[src/rtl/pipe_pkg.sv]
// Shared types and widths for the pipeline control block.
package pipe_pkg;
  localparam int MC_LAT_W = 4;
  localparam int PERF_W   = 32;

  typedef enum logic [1:0] {
    RUN     = 2'd0,
    MC_WAIT = 2'd1,
    HALT    = 2'd2
  } state_t;
endpackage

[src/rtl/perf_counter.sv]
// Free-running event counter with synchronous clear; wraps modulo 2^W.
module perf_counter
  import pipe_pkg::*;
#(
  parameter int W = PERF_W
) (
  input  logic         clk,
  input  logic         clear,
  input  logic         enable,
  output logic [W-1:0] value
);

  always_ff @(posedge clk) begin
    if (clear) begin
      value <= '0;
    end else if (enable) begin
      value <= value + W'(1);
    end
  end

endmodule

[src/rtl/pipe_ctrl.sv]
// Pipeline stall/flush/PC-enable controller with multicycle wait and halt.
// Define PIPE_PERF_EN to build the stall and flush performance counters.
module pipe_ctrl
  import pipe_pkg::*;
(
  input  logic                clk,
  input  logic                rst,
  input  logic                dec_nstall,
  input  logic                br_taken,
  input  logic                mc_start,
  input  logic [MC_LAT_W-1:0] mc_lat,
  input  logic                mem_busy,
  input  logic                ext_halt,
  output logic                n_stall,
  output logic                flush,
  output logic                pc_we,
  output logic [1:0]          state,
  output logic [PERF_W-1:0]   stall_cycles,
  output logic [PERF_W-1:0]   flush_count
);

  state_t              state_reg, state_next;
  logic [MC_LAT_W-1:0] count_reg, count_next;
  logic                flush_pend_reg, flush_pend_next;

  always_ff @(posedge clk) begin
    if (!rst) begin
      state_reg      <= RUN;
      count_reg      <= '0;
      flush_pend_reg <= 1'b0;
    end else begin
      state_reg      <= state_next;
      count_reg      <= count_next;
      flush_pend_reg <= flush_pend_next;
    end
  end

  always_comb begin
    n_stall         = rst & (state_reg == RUN) & ~mem_busy;
    // A redirect seen while stalled is held until the pipe can advance.
    flush           = n_stall & (br_taken | flush_pend_reg);
    pc_we           = n_stall & (dec_nstall | flush);
    flush_pend_next = n_stall ? 1'b0 : (flush_pend_reg | br_taken);
    state_next      = state_reg;
    count_next      = count_reg;
    case (state_reg)
      RUN: begin
        // A killed op never starts its latency window.
        if (n_stall && !flush && mc_start && (mc_lat >= MC_LAT_W'(2))) begin
          state_next = MC_WAIT;
          count_next = mc_lat - MC_LAT_W'(1);
        end else if (ext_halt) begin
          state_next = HALT;
        end
      end
      MC_WAIT: begin
        count_next = count_reg - MC_LAT_W'(1);
        if (count_reg == MC_LAT_W'(1)) begin
          state_next = RUN;
        end
      end
      HALT: begin
        if (!ext_halt) begin
          state_next = RUN;
        end
      end
      default: begin
        state_next = RUN;
        count_next = '0;
      end
    endcase
  end

  assign state = state_reg;

`ifdef PIPE_PERF_EN
  perf_counter #(.W(PERF_W)) u_stall_cnt (
    .clk    (clk),
    .clear  (~rst),
    .enable (~n_stall),
    .value  (stall_cycles)
  );

  perf_counter #(.W(PERF_W)) u_flush_cnt (
    .clk    (clk),
    .clear  (~rst),
    .enable (flush),
    .value  (flush_count)
  );
`else
  assign stall_cycles = '0;
  assign flush_count  = '0;
`endif

endmodule
[config.mk]
export PLATFORM = sky130hd
export DESIGN_NAME = pipe_ctrl
export DESIGN_NICKNAME = d
export VERILOG_FILES = /design/src/rtl/pipe_pkg.sv /design/src/rtl/perf_counter.sv /design/src/rtl/pipe_ctrl.sv
export SDC_FILE = /design/constraint.sdc
export NUM_CORES = 1
export LEC_CHECK = 0
export CAP_MARGIN = 20
export CORE_MARGIN = 2
export CORE_UTILIZATION = 60
export CTS_CLUSTER_SIZE = 16
export DETAILED_ROUTE_END_ITERATION = 10
export DONT_BUFFER_PORTS = 1
export PLACE_DENSITY = 0.77
export SYNTH_ARGS = -nofsm -noshare
export SYNTH_HDL_FRONTEND = slang
export SYNTH_HIERARCHICAL = 1
export SYNTH_SLANG_ARGS = --single-unit
[constraint.sdc]
create_clock -name clk -period 2.35 [get_ports clk]
set_clock_uncertainty 0.15 [all_clocks]
set_input_delay 0.235 -clock clk [delete_from_list [all_inputs] [get_ports clk]]
set_output_delay 0.235 -clock clk [all_outputs]
set_load 0.1 [all_outputs]
==> out/results.ini <==
[cells_and_area]
largest_reg_flops = 4
antennaDiodeCount = 0
drive_gt1_share_pct = 12.20
syn2layout_area_growth_pct = -13.69
post_layout_nonfiller_instances = 139
nets = 139

[timing]
whs_ns = 0.02870
rsz0062_at_grt = false
timing.final.ws_setup_ns = 0.1292
min_period_ns = 2.221
setup_viol = 0
max_slew_margin_pct = 63.82
maxSlewViolCount = 0
tightestPinTransition_ns = 0.5405
fin_crit_sh_pct = 94.50
fmax_mhz = 450.3
hold_viol = 0

[route]
wl_um = 1351
routedWlPerCell_um = 9.719
viasPerCell = 4.151
drt_iter0_drc = 9
dr.pass1.iters = 2
drtAntennaViolNets = 0
vias = 577
route.detailed.drc = 0

[worst_setup_path]
cp_slowest_cell = nor4b_4
crit_start = state[1]
worstPathArrival_ns = 1.84
slowest_delay_ns = 0.59
crit_type = flop to output pin
cp_cell_sequence = nor4b_4, nor2b_2, buf_4
critPathRequiredTime_ns = 1.97
cp_max_fo = 8
critPathCaptureType = output pin
r2r_start = state[1]
crit_path_start_kind = flop

[clock_network]
cts-htree-levels = 1
clkTransAtPathRegs_ns = 0.05
clockRootBuffer = clkbuf_4
cts_made_buffers = 3
tritoncts = done
cts_resized = 0
cts_sinks = 7
clock_path_buffers = 2
insertion_delay_ns = 0.26

[logic_synthesis]
synth_enable_flop_cells = 0
synth_common_cells = 64 x buf_4, 7 x dfxtp_1, 5 x inv_1, 5 x nor2_1, 4 x ha_1
avgSynthCellArea_sq_um = 8.510
async_flop_share_pct = 0
ys_warn_count = 6
ys_ff_latch = 7
synthCells = 116
mappedNetlistArea_sq_um = 987.2
synth_top_area_cell = buf_4
synthFlopType = dfxtp_1
yosys-top-cells-area = buf_4 49%, dfxtp_1 14%, ha_1 5.1%
post-synth-top-count-cell = buf_4
synth.distinct_cells = 29
synth_top_area_share_pct = 48.67
ys_seq_area_share_pct = 14.20

[placement]
gp_congestion = 0.8408
io_buffer_count = 0
dpl.hpwl_um = 1085
dp_cells = 133
place_ws_ns = 0.3359

[floorplanning]
fp.coreArea_sq_mm = 0.001524
die_area_sq_mm = 0.001986
rows = 14
dieHeight_um = 44.56
fp.dieW_um = 44.56
pin_count = 80
start_util_pct = 64.78

[power]
ir_drop_mv = 0.5294
power_density_mw_per_mm2 = 908.7
p_total_mw = 0.7743
p_leak_nw = 0.4585

[global_routing]
grt_usage_pct = 12.85
grt_max_degree = 12
grt_pass1_vias = 422
grt-ovfl-total = 0
grt_pass1_wl_um = 1856
antenna_found_initial = 0

[min_path]
holdCritStartpoint = rst
holdCritPathClass = primary input to flop

[job]
cap_violations = 0

[status]
status = finished clean

per-stage QoR:
step | utilization [%] | area (sq um) | setup TNS [ns]
2_1_floorplan | - | 1239 | -3.266
3_3_place_gp | 52.87 | 805.8 | 0
3_5_place_dp | 52.87 | 805.8 | 0
4_1_cts | 55.91 | 852.1 | 0
5_1_grt | 55.91 | 852.1 | 0
6_report | 55.91 | 852.1 | 0
worst paths after layout:
| check | end | slack [ns] | cells past startpoint |
|---|---|---|---|
| min reg2reg | count_reg[3] | 0.36 | 2 |
| min | state[0] | 0.03 | 2 |
| max | flush | 0.13 | 3 |
| max reg2reg | count_reg[2] | 0.35 | 4 |
power by group:
part / switching (mW) / internal (mW)
Clock: 0.0466 / 0.0649
Sequential: 0.0180 / 0.123
Combinational: 0.490 / 0.0319
Total: 0.555 / 0.220
worst max-delay path: cells and delay by family, from the launching register on:
| family | cells | cell delay, ns |
|---|---|---|
| flip-flops | 1 | 0.47 |
| AND/OR/NAND/NOR | 2 | 0.82 |
| buffers and inverters | 1 | 0.29 |
final cells by class:
type,instances,area (sq um)
Fill cell,136,671.9
Clock buffer,4,26.28
Multi-Input combinational cell,102,576.8
Sequential cell,7,147.6
Inverter,5,18.77
Timing Repair Buffer,5,62.56
Tap cell,16,20.02
cells in the final DEF (no fill, tap or decap), types with 2 or more instances in the layout:
| cell | count |
|---|---|
| a211oi_1 | 2 |
| buf_4 | 2 |
| clkbuf_4 | 3 |
| conb_1 | 64 |
| dfxtp_1 | 5 |
| dfxtp_4 | 2 |
| dlygate4sd3_1 | 2 |
| ha_1 | 4 |
| inv_1 | 5 |
| mux2i_1 | 3 |
| nor2_1 | 5 |
| nor3_1 | 3 |
| xor2_1 | 3 |
layer usage:
| layer | global-route usage [%] | part of all wire (%) | up-vias |
|---|---|---|---|
| met4 | 5.455 | 2.3 | 0 |
| met3 | 4.082 | 15 | 5 |
| met5 | 0 | 0 | - |
| li1 | - | - | 265 |
| met1 | 13.48 | 34 | 255 |
| met2 | 23.19 | 49 | 52 |
logic make-up (layout without fill, tap and decap cells):
| kind of cell | Yosys count | after routing | synth area share, % |
|---|---|---|---|
| buffers and inverters | 70 | 14 | 51.71 |
| AND/OR/NAND/NOR | 18 | 18 | 12.17 |
| AO/OA/AOI/OAI | 9 | 9 | 9.886 |
| flip-flops | 7 | 7 | 14.19 |
| adder cells (fa/ha/maj) | 4 | 4 | 5.070 |
| XOR/XNOR | 4 | 4 | 3.549 |
| multiplexers | 3 | 3 | 3.042 |
| other | 1 | 64 | 0.3799 |
what timing repair did:
action	CTS	global route
endpoints found under the hold margin	4	0
hold buffers	2	0
buffers inserted	0	0
Note: power is estimated with default switching activity, not from simulation.
